[src/rtl/mem_access_stage.sv]
// MEM stage: runs lw/sw on a variable-latency req/ack data bus, zero latency for non-memory ops.
// Freezes upstream (stall_o) and feeds MEM_WB a bubble while a transfer is outstanding.
module mem_access_stage #(
  parameter int TIMEOUT = 16
) (
  input  logic        clk_i,
  input  logic        rst_i,
  input  logic [1:0]  WB_i,
  input  logic [1:0]  M_i,
  input  logic [31:0] addr_i,
  input  logic [31:0] wdata_i,
  input  logic [4:0]  MUX3_i,
  output logic [1:0]  WB_o,
  output logic [31:0] ReadData_o,
  output logic [31:0] addr_o,
  output logic [4:0]  MUX3_o,
  output logic        stall_o,
  output logic        mem_req_o,
  output logic        mem_we_o,
  output logic [31:0] mem_addr_o,
  output logic [31:0] mem_wdata_o,
  input  logic        mem_ack_i,
  input  logic [31:0] mem_rdata_i,
  output logic        err_o
);

  localparam int CW = $clog2(TIMEOUT + 1);

  typedef enum logic {IDLE, BUSY} state_t;

  state_t        state_q, state_d;
  logic          mem_req_q, mem_req_d;
  logic          mem_we_q, mem_we_d;
  logic [31:0]   mem_addr_q, mem_addr_d;
  logic [31:0]   mem_wdata_q, mem_wdata_d;
  logic [CW-1:0] wait_cnt_q, wait_cnt_d;
  logic          err_q, err_d;

  logic access;
  logic aligned;

  assign access  = M_i[1] | M_i[0];
  assign aligned = (addr_i[1:0] == 2'b00);

  assign addr_o      = addr_i;
  assign MUX3_o      = MUX3_i;
  assign mem_req_o   = mem_req_q;
  assign mem_we_o    = mem_we_q;
  assign mem_addr_o  = mem_addr_q;
  assign mem_wdata_o = mem_wdata_q;
  assign err_o       = err_q;

  always_ff @(posedge clk_i or negedge rst_i) begin
    if (!rst_i) begin
      state_q     <= IDLE;
      mem_req_q   <= 1'b0;
      mem_we_q    <= 1'b0;
      mem_addr_q  <= 32'd0;
      mem_wdata_q <= 32'd0;
      wait_cnt_q  <= '0;
      err_q       <= 1'b0;
    end else begin
      state_q     <= state_d;
      mem_req_q   <= mem_req_d;
      mem_we_q    <= mem_we_d;
      mem_addr_q  <= mem_addr_d;
      mem_wdata_q <= mem_wdata_d;
      wait_cnt_q  <= wait_cnt_d;
      err_q       <= err_d;
    end
  end

  always_comb begin
    state_d     = state_q;
    mem_req_d   = mem_req_q;
    mem_we_d    = mem_we_q;
    mem_addr_d  = mem_addr_q;
    mem_wdata_d = mem_wdata_q;
    wait_cnt_d  = wait_cnt_q;
    err_d       = err_q;
    stall_o     = 1'b0;
    WB_o        = WB_i;
    ReadData_o  = 32'd0;

    case (state_q)
      IDLE: begin
        if (access) begin
          WB_o = 2'b00;
          if (!aligned) begin
            // Misaligned access is dropped without stalling; only the sticky flag records it.
            err_d = 1'b1;
          end else begin
            stall_o     = 1'b1;
            state_d     = BUSY;
            mem_req_d   = 1'b1;
            mem_we_d    = M_i[0];
            mem_addr_d  = addr_i;
            mem_wdata_d = wdata_i;
            wait_cnt_d  = '0;
          end
        end
      end
      BUSY: begin
        if (mem_ack_i) begin
          state_d    = IDLE;
          mem_req_d  = 1'b0;
          ReadData_o = mem_we_q ? 32'd0 : mem_rdata_i;
        end else if (wait_cnt_q == CW'(TIMEOUT - 1)) begin
          WB_o      = 2'b00;
          err_d     = 1'b1;
          state_d   = IDLE;
          mem_req_d = 1'b0;
        end else begin
          stall_o    = 1'b1;
          WB_o       = 2'b00;
          wait_cnt_d = wait_cnt_q + CW'(1);
        end
      end
      default: state_d = IDLE;
    endcase

    // While reset is held the stage behaves as a plain pass-through.
    if (!rst_i) begin
      stall_o    = 1'b0;
      WB_o       = WB_i;
      ReadData_o = 32'd0;
    end
  end

endmodule

[config.mk]
export PLATFORM = sky130hd
export DESIGN_NAME = mem_access_stage
export DESIGN_NICKNAME = d
export VERILOG_FILES = /design/src/rtl/mem_access_stage.sv
export SDC_FILE = /design/constraint.sdc
export NUM_CORES = 1
export LEC_CHECK = 0
export CORE_ASPECT_RATIO = 1.75
export CORE_UTILIZATION = 40
export DETAILED_ROUTE_END_ITERATION = 8
export DONT_BUFFER_PORTS = 1
export PLACE_DENSITY = 0.68
export SYNTH_ARGS = -nofsm -noshare
export SYNTH_HDL_FRONTEND = slang
export SYNTH_SLANG_ARGS = --single-unit
[constraint.sdc]
create_clock -name clk_i -period 2.2 [get_ports clk_i]
set_clock_uncertainty 0.15 [all_clocks]
set_input_delay 0.44 -clock clk_i [delete_from_list [all_inputs] [get_ports clk_i]]
set_output_delay 0.44 -clock clk_i [all_outputs]
set_load 0.02 [all_outputs]
==> run metrics, run 1 <==
Multi-input gate area about 0.0015 mm²; final core utilization 0.437; LEAKAGE 1.74 nW; final RePlAce weighted congestion between 0.7 and 0.8; cell area after layout roughly 0.0038 mm²; Seq/Total Area, Yosys 0.501; worst r2r src state_q$_DFF_PN0_; CTS HTree Levels 3; CTS Buf Count 9; Syn Area/Cell 14.4 µm²; drt total wl 7230 µm; synth warn 0; Post-DP HPWL a little over 5000 µm; CP Capture Type primary output; Rows 45; final-stage net count between 300 and 400; max cap viols 0; Yosys reg bits 73; Synth area leaders dfrtp_1, mux2_4, buf_4; worst skew pair latency roughly 0.32 ns; CTS tree done; Pwr Density 1090 mW/mm²; worst setup margin -0.270 ns; io pins between 200 and 250; Vias roughly 1900; # clock sinks 73; Synth Instances ~250; Slowest-stage cell, CP dfrtp_1; share of layout cells above drive strength 1 0.569; min-delay worst type input port to asynchronous set/reset pin; Worst R2R Setup Slack ~0.25 ns; final-report setup violation count 1; crit path kind flip-flop to primary output; cell area after synthesis approximately 0.0036 mm²; failing checks negative hold slack, negative setup slack; die outline width roughly 74 µm; DRC 0; Total GRT Usage 0.148; Top FF cell, synth dfrtp_1; area delta synth->final 5.11%; WP data required between 1.5 and 2 ns; synth unique cells 29; grt ovf 0; core area a little under 0.009 mm²; relative slew slack 0.647; initial core utilization 0.416; largest net degree at the start of global routing 77; dominant cell type by area after synthesis dfrtp_1; Sum Neg Setup Slack -0.270 ns; Hold Vio Cnt, Final 73; status finished, violations left; Max IR drop VDD between 0.6 and 0.7 mV; antenna cells 0; post-route ant nets 0; DIE AREA 0.00952 mm²; root cell of the clock tree clkbuf_16; routed len/inst roughly 21 µm; area fraction of the dominant cell type after synthesis 0.501; CP Depth 6; number of buffers on the longest clock path 2; Top Family by Delay on Critical Path simple AND/OR/NAND/NOR gates; CP startpoint kind flip-flop; period utilization 1.12; vias per inst approximately 5.3; final-report max-slew violation count 0; Worst EP arrival roughly 1.9 ns; fmax slightly above 0.4 GHz; Placed Area 0.00347 mm²; R2R depth 4; first-pass GRT wire length roughly 10000 µm; asr flop ratio synth 1.00; crit path buf inv count 0; Worst-path clk slew approximately 0.060 ns; fillers between 700 and 800; Die H 128 µm; RSZ-0062 raised after global routing true; Pre-antenna DRT Iters 4; Post-synth EDFFs 0; PortBufs 0; DR iter-0 viols 73; crit-path cells ha_2 -> and3_4 -> ha_4 -> or3b_4 -> o21ai_4 -> and2_4; hold_ws -0.343 ns; Worst Max-Slew Pin Slew roughly 0.53 ns; reg2reg end mem_wdata_o[13]$_DFFE_PN0P_; via count of the first global-routing pass about 1900; Slowest Stage Delay on Critical Path 0.39 ns; post-synth net total 363; initial antenna violation count 0; post-layout minimum cycle time 2.47 ns; worst-path fanout max 2; Reg area approximately 0.0018 mm²
routing by layer:
metal | up-vias | wire, µm | GRT usage
met5 | - | 0 | 0
met4 | 0 | 172 | 0.0792
met3 | 12 | 525 | 0.0470
met2 | 143 | 4290 | 0.282
met1 | 954 | 2240 | 0.132
li1 | 755 | - | -
registers in the layout, indices dropped and copies added, names as in the netlist:
| name | flops |
|---|---|
| wait_cnt_q | 5 |
| err_o | 1 |
| mem_we_o | 1 |
| mem_wdata_o | 32 |
| state_q | 1 |
| mem_req_o | 1 |
| mem_addr_o | 32 |
worst reg2reg max path, delay by kind of cell, from the launching register on:
family | cells | cell delay [ns]
buffers and inverters | 1 | 0.28
and+or+nand+nor | 2 | 0.61
DFF | 1 | 0.42
muxes | 1 | 0.38
metrics by stage:
stage               std cells  worst slack [ns]  power, mW
finish                    349            -0.270       4.18
global route              349            -0.316       4.37
CTS                       349            -0.299       4.23
detailed placement        328           0.00753       2.86
global placement          328            0.0472       2.84
floorplan                 253           -0.0321       2.84
power breakdown:
group          internal, mW  switching (mW)
clock                 0.759           0.553
combinational         0.443           0.185
sequential             1.65           0.594
total                  2.85            1.33
cell type report:
cell class,instances,area share
multi-input combinational,130,0.382
inverter,2,0.00196
clock inverter,7,0.0124
sequential,73,0.477
timing repair buffer,11,0.0300
clock buffer,9,0.0587
tap,117,0.0382
cells in the final DEF (no fill, tap or decap):
| cell | n |
|---|---|
| inv_1 | 2 |
| ha_2 | 1 |
| clkinv_2 | 3 |
| and3_4 | 1 |
| nand3_1 | 2 |
| o21ai_4 | 1 |
| o22ai_1 | 3 |
| or2b_1 | 1 |
| and4b_1 | 1 |
| a21o_1 | 1 |
| o21ai_0 | 3 |
| mux2i_1 | 1 |
| or3b_4 | 1 |
| buf_4 | 8 |
| ha_4 | 1 |
| buf_8 | 1 |
| a41o_2 | 1 |
| clkbuf_16 | 9 |
| dfrtp_1 | 72 |
| and2_2 | 33 |
| nor2_8 | 1 |
| nor4b_1 | 1 |
| mux2_4 | 60 |
| clkinv_4 | 2 |
| and2_4 | 2 |
| or3_2 | 1 |
| mux2_1 | 3 |
| dfrtp_2 | 1 |
| xor2_1 | 1 |
| clkinvlp_4 | 2 |
| nand2_1 | 5 |
| nor2_1 | 1 |
| or3_4 | 1 |
| nor2b_1 | 3 |
| buf_12 | 2 |
Yosys cell counts, drive strengths merged (2+ instances only):
cell	number
clkbuf	3
inv	2
dfrtp	73
nor2	2
mux2	63
o22ai	3
ha	2
buf	45
nor2b	3
or3	2
nand2	5
and2	35
o21ai	4
nand3	2
cell families (layout without fill, tap and decap cells):
| group | Yosys count | after routing | share of synthesized area |
|---|---|---|---|
| buffers and inverters | 50 | 29 | 0.120 |
| AO/OA/AOI/OAI | 9 | 9 | 0.0158 |
| adder cells (fa/ha/maj) | 2 | 2 | 0.00686 |
| XOR/XNOR | 1 | 1 | 0.00240 |
| AND/OR/NAND/NOR | 54 | 54 | 0.0960 |
| flip-flops | 73 | 73 | 0.501 |
| multiplexers | 64 | 64 | 0.259 |
worst max path at each step:
stage	start	to	slack (ns)
final	wait_cnt_q[1]$_DFFE_PN0P_	stall_o	-0.27
after global routing	wait_cnt_q[1]$_DFFE_PN0P_	stall_o	-0.32
after CTS	wait_cnt_q[0]$_DFFE_PN0P_	stall_o	-0.30
after detailed placement	wait_cnt_q[0]$_DFFE_PN0P_	stall_o	0.008
after global placement	wait_cnt_q[0]$_DFFE_PN0P_	stall_o	0.05
after floorplan	wait_cnt_q[0]$_DFFE_PN0P_	stall_o	-0.03
repair_timing:
item	4_1_cts	5_1_grt
hold endpoints to repair	73	73
resized for setup	7	32
gates cloned	0	0
setup buffers	5	0
pin swaps	4	3
endpoints found under the setup margin	7	34
Power figures use the tool's default switching activity.
==> inputs of run 2 (changes only) <==
--- a/config.mk
+++ b/config.mk
@@ -9,7 +9,7 @@
 export CORE_UTILIZATION = 40
 export DETAILED_ROUTE_END_ITERATION = 8
 export DONT_BUFFER_PORTS = 1
-export PLACE_DENSITY = 0.68
+export PLACE_DENSITY = 0.66
 export SYNTH_ARGS = -nofsm -noshare
 export SYNTH_HDL_FRONTEND = slang
 export SYNTH_SLANG_ARGS = --single-unit
==> constraint.sdc (replaced) <==
create_clock -name clk_i -period 2.85 [get_ports clk_i]
set_clock_uncertainty 0.15 [all_clocks]
set_input_delay 0.57 -clock clk_i [delete_from_list [all_inputs] [get_ports clk_i]]
set_output_delay 0.57 -clock clk_i [all_outputs]
set_load 0.02 [all_outputs]
==> run 2 against run 1 <==
  * The run now ends clean
  * Sequential power down 23%
  * Die area unchanged
  * Worst setup slack better by 0.36 ns
  * Clock power about the same
  * First-iteration DRC count down 19%
  * Sequential share of layout area about the same
  * Critical path type unchanged
  * Highest routed layer unchanged
==> run metrics, run 2 (synthesis results as in run 1) <==
Placed Instances 326 (-0.61%); commonest non-fill, non-tap cell in the layout dfrtp_1; Die H 128 µm (unchanged); Slowest Stage Delay on Critical Path 0.39 ns (about the same); Worst Max-Slew Pin Slew 0.452 ns (-0.0764 ns); fillers 777 (-1.9%); crit path buf inv count 0 (unchanged); Worst EP arrival 2.04 ns (+0.16 ns); Top Family by Delay on Critical Path simple AND/OR/NAND/NOR gates; DRC 0 (unchanged); cell mode on critical path ha_1; # clock sinks 73 (unchanged); vias per inst 5.29 (-0.88%); largest net degree at the start of global routing 74 (-3.9%); routed len/inst 21.3 µm (+2.7%); CTS Buf Count 9 (unchanged); CP Capture Type primary output; Sum Neg Setup Slack 0 ns (+0.270 ns); io pins 247 (unchanged); most frequent cells in the layout dfrtp_1, mux2_4, and2_1; share of layout cells above drive strength 1 0.390 (-0.179); final-report setup violation count 0 (-1); area delta synth->final 5.01% (about the same); CP startpoint wait_cnt_q[1]$_DFFE_PN0P_; Slowest-stage cell, CP dfrtp_1; Pre-antenna DRT Iters 4 (unchanged); crit path kind flip-flop to primary output; number of buffers on the longest clock path 2 (unchanged); worst-path fanout max 4 (+2); worst r2r src state_q$_DFF_PN0_; grt ovf 0 (unchanged); Worst-path clk slew 0.06 ns (about the same); RSZ-0062 raised after global routing false; LEAKAGE 1.74 nW (about the same); final RePlAce weighted congestion 0.725 (+2.5%); drt total wl 7380 µm (+2.1%); Rows 45 (unchanged); first-pass GRT wire length 10700 µm (+7.1%); die outline width 74.2 µm (unchanged); max cap viols 0 (unchanged); core area 0.00878 mm² (unchanged); CP startpoint kind flip-flop; crit-path cells ha_1 -> and3_1 -> ha_1 -> or3b_4 -> o21ai_2 -> and2_4; final-report max-slew violation count 0 (unchanged); root cell of the clock tree clkbuf_16; Pwr Density 927 mW/mm² (-15%); via count of the first global-routing pass 2003 (+7.1%); Vias 1837 (-1.4%); status finished clean; final-stage net count 333 (-1.2%); min-delay worst type input port to flip-flop; fmax about 0.36 GHz; Total GRT Usage 0.159 (+0.0109); initial core utilization 0.416 (unchanged); DIE AREA 0.00952 mm² (unchanged); Non-Filler Instances 347 (-0.57%); hold path start wdata_i[12]; post-route ant nets 0 (unchanged); WP data required 2.13 ns (+0.52 ns); Max IR drop VDD 0.387 mV (-40%); PortBufs 0 (unchanged); initial antenna violation count 2 (+2); worst skew pair latency 0.32 ns (about the same); Hold Vio Cnt, Final 0 (-100%); period utilization 0.967; CTS tree done; DR iter-0 viols 59 (-19%); relative slew slack 0.698 (+0.0511); post-layout minimum cycle time 2.76 ns; Post-DP HPWL 5330 µm (+5.3%); CTS HTree Levels 3 (unchanged)
-- run 2: layout make-up --
cell class / instances / area [µm²] / area share
antenna: 2 / 5.00 / 0.00131
clock buffer: 12 / 267 / 0.0695
clock inverter: 4 / 97.6 / 0.0255
inverter: 2 / 7.51 / 0.00196
multi-input combinational: 130 / 1400 / 0.364
sequential: 73 / 1830 / 0.477
tap: 117 / 146 / 0.0382
timing repair buffer: 7 / 87.6 / 0.0229
-- run 2: worst paths after layout --
path,slack (ns),cells past startpoint,endpoint
max in group asynchronous,1.62,2,mem_addr_o[14]$_DFFE_PN0P_
max,0.09,6,stall_o
min,0.23,1,mem_wdata_o[12]$_DFFE_PN0P_
min in group asynchronous,0.63,2,mem_wdata_o[23]$_DFFE_PN0P_
min reg2reg,0.37,2,wait_cnt_q[4]$_DFFE_PN0P_
max reg2reg,0.78,4,mem_addr_o[10]$_DFFE_PN0P_
-- run 2: worst reg2reg max path: stages, from the launching register on --
cell and delay [ns]:
dfrtp_1 0.46, or3_4 0.47, nor2_8 0.11, buf_4 0.40, mux2_4 0.37
-- run 2: metrics by stage --
step	area (µm²)	util	power [mW]	setup WS (ns)	hold slack, ns
2_1_floorplan	3650	-	2.19	0.200	0.124
3_3_place_gp	3410	0.388	2.18	0.197	0.126
3_5_place_dp	3410	0.388	2.20	0.139	0.126
4_1_cts	3830	0.436	3.60	0.0739	0.219
5_1_grt	3830	0.436	3.70	0.00770	0.211
6_report	3830	0.436	3.55	0.0936	0.231
-- run 2: report_power, final --
| part | internal (mW) | switching [mW] |
|---|---|---|
| Sequential | 1.27 | 0.461 |
| Combinational | 0.327 | 0.154 |
| Clock | 0.926 | 0.415 |
-- run 2: routing by layer --
metal  wire (µm)  GRT usage  vias up
li1            -          -      751
met1        2250      0.141      920
met2        4280      0.293      148
met3         505     0.0478       18
met4         338      0.112        0
met5           0          0        -
-- run 2: repair_timing --
action	4_1_cts	5_1_grt
setup buffers	1	0
setup endpoints to repair	1	0
resized for setup	5	0
endpoints found under the hold margin	73	0
hold buffers	2	0
==> inputs of run 3 (changes only) <==
--- a/config.mk
+++ b/config.mk
@@ -5,11 +5,13 @@
 export SDC_FILE = /design/constraint.sdc
 export NUM_CORES = 1
 export LEC_CHECK = 0
+export ABC_AREA = 1
 export CORE_ASPECT_RATIO = 1.75
 export CORE_UTILIZATION = 40
 export DETAILED_ROUTE_END_ITERATION = 8
 export DONT_BUFFER_PORTS = 1
 export PLACE_DENSITY = 0.66
+export SLEW_MARGIN = 5
 export SYNTH_ARGS = -nofsm -noshare
 export SYNTH_HDL_FRONTEND = slang
 export SYNTH_SLANG_ARGS = --single-unit
==> run 3 against run 2 <==
  * Non-clock buffer count rose by 29
  * Wire length is 6.7% higher
  * Cell count increased by 52%
  * Worst hold slack got worse by 0.013 ns
  * Total power fell by 11%
  * Register-to-register slack better by 0.22 ns
  * Via count is 36% higher
  * Sequential share of layout area fell by 1.4 points
  * Worst setup slack got worse by 0.0087 ns
  * First-iteration DRC count grew 73%
  * Combinational power shrank 28%
  * Highest routed layer unchanged
==> run metrics, run 3 <==
vias per inst 4.74 (-10%); grt ovf 0 (unchanged); post-synth net total 523 (+44%); Worst EP arrival 2.05 ns (about the same); initial core utilization 0.414 (-0.00182); fmax 0.362 GHz (-0.32%); max cap viols 0 (unchanged); Worst Max-Slew Pin Slew 0.727 ns (+0.276 ns); Max IR drop VDD 0.647 mV (+67%); pre-CTS setup slack 0.360 ns (+0.221 ns); worst setup margin 0.0849 ns (-0.00871 ns); worst skew pair latency 0.32 ns (about the same); hold path endpoint mem_wdata_o[13]$_DFFE_PN0P_; DRC 0 (unchanged); CTS Buf Count 9 (unchanged); DIE AREA 0.00937 mm² (-1.7%); post-route ant nets 0 (unchanged); final RePlAce weighted congestion 0.743 (+2.5%); post-layout minimum cycle time 2.77 ns (+0.00871 ns); Vias 2493 (+36%); final-report max-slew violation count 0 (unchanged); core area 0.00867 mm² (-1.3%); Yosys reg bits 73 (unchanged); asr flop ratio synth 1.00 (unchanged); R2R depth 8 (+4); Sum Neg Setup Slack 0 ns (unchanged); final-stage net count 512 (+54%); Slowest Stage Delay on Critical Path 0.53 ns (+0.14 ns); CP startpoint kind flip-flop; Die H 127 µm (-0.85%); Post-synth EDFFs 0 (unchanged); area fraction of the dominant cell type after synthesis 0.509 (+0.00873); most frequent cells in the layout nand2_1, inv_1, dfrtp_1; Synth area leaders dfrtp_1, nand2_1, buf_4; io pins 247 (unchanged); drt total wl 7870 µm (+6.7%); status finished clean; Total GRT Usage 0.166 (+0.00636); reg2reg end wait_cnt_q[0]$_DFFE_PN0P_; initial antenna violation count 2 (unchanged); final-report setup violation count 0 (unchanged); Synth Instances 413 (+63%); routed len/inst 15.0 µm (-30%); largest net degree at the start of global routing 136 (+84%); post-CTS setup buffers 0 (-1); Top FF cell, synth dfrtp_1; period utilization 0.970 (+0.00306); hold path start wdata_i[13]; Hold Vio Cnt, Final 0 (unchanged); worst-path fanout max 20 (+16); relative slew slack 0.515 (-0.183); die outline width 73.6 µm (-0.84%); CP Capture Type primary output; crit path kind flip-flop to primary output; Pre-antenna DRT Iters 4 (unchanged); first-pass GRT wire length 11300 µm (+6.1%); RSZ-0062 raised after global routing false; cell mode on critical path buf_4; Pwr Density 805 mW/mm² (-13%); crit-path cells or2_1 -> buf_4 -> nor3b_1 -> buf_4; root cell of the clock tree clkbuf_16; Syn Area/Cell 8.69 µm² (-40%); min-delay worst type input port to flip-flop; CTS tree done; cell area after synthesis 0.00359 mm² (-1.7%); PortBufs 0 (unchanged); worst r2r src wait_cnt_q[0]$_DFFE_PN0P_; Worst-path clk slew 0.06 ns (about the same); DR iter-0 viols 102 (+73%); Post-synth top cells nand2_1, inv_1, dfrtp_1; synth warn 0 (unchanged); number of buffers on the longest clock path 2 (unchanged); via count of the first global-routing pass 2333 (+16%); Seq/Total Area, Yosys 0.509 (+0.00873); WP data required 2.13 ns (about the same); share of layout cells above drive strength 1 0.145 (-0.245); synth unique cells 23 (-21%); Rows 45 (unchanged); Resize count post-CTS 0 (-5); # clock sinks 73 (unchanged); Hold Crit Depth 2 (+1); Hold Buf Count CTS 2 (unchanged); Post-DP HPWL 5770 µm (+8.3%); commonest non-fill, non-tap cell in the layout nand2_1; Slowest-stage cell, CP or2_1; area delta synth->final 10.1%; most frequent cell after synthesis nand2_1; dominant cell type by area after synthesis dfrtp_1; CTS HTree Levels 3 (unchanged); LEAKAGE 2.08 nW (+20%); Worst R2R Setup Slack 1.00 ns (+0.22 ns)
-- run 3: how the worst max path moves through the flow --
stage	to	slack, ns	startpoint
after floorplan	ReadData_o[11]	0.54	rst_i
after global placement	ReadData_o[5]	0.44	rst_i
after detailed placement	ReadData_o[10]	0.36	rst_i
after CTS	ReadData_o[10]	0.1	mem_we_o$_DFFE_PN0P_
after global routing	ReadData_o[5]	0.008	mem_we_o$_DFFE_PN0P_
final	ReadData_o[10]	0.08	mem_we_o$_DFFE_PN0P_
-- run 3: cells by family after synthesis --
| group | Yosys count | share of synthesized area |
|---|---|---|
| adder cells (fa/ha/maj) | 2 | 0.00697 |
| buffers and inverters | 134 | 0.196 |
| AO/OA/AOI/OAI | 66 | 0.0928 |
| flip-flops | 73 | 0.509 |
| AND/OR/NAND/NOR | 138 | 0.195 |
-- run 3: per-layer routing --
metal	share of wire	vias to the layer above	GRT usage	wire (µm)
met5	0	-	0	0
met4	0.042	0	0.110	328
met3	0.085	18	0.0552	670
met2	0.53	158	0.301	4190
met1	0.34	1106	0.149	2690
li1	-	1211	-	-
-- run 3: report_power, final --
part | total (mW) | switching (mW) | leakage (nW) | internal, mW
registers | 1.63 | 0.397 | 0.913 | 1.24
clock network | 1.20 | 0.407 | 0.153 | 0.792
logic | 0.345 | 0.208 | 1.01 | 0.137
total | 3.18 | 1.01 | 2.08 | 2.17
-- run 3: final cells by class --
cell class	count	area (µm²)
clock inverter	4	76.3
timing repair buffer	36	305
multi-input combinational	206	1060
sequential	73	1830
tap	117	146
inverter	76	285
antenna	2	5.00
fill	874	4720
clock buffer	12	246
-- run 3: stage by stage --
step	instances	cell area [µm²]	util	power [mW]	hold WS [ns]
finish	526	3950	0.456	3.18	0.218
global placement	506	3580	0.413	1.96	0.126
global route	526	3950	0.456	3.34	0.212
detailed placement	506	3580	0.413	1.98	0.125
floorplan	413	3590	-	1.96	0.124
CTS	524	3950	0.455	3.22	0.202
-- run 3: critical path, delay by kind of cell (launching register included) --
family                 cells  cell delay (ns)
and+or+nand+nor            2             0.77
buffers and inverters      2             0.48
DFF                        1             0.47
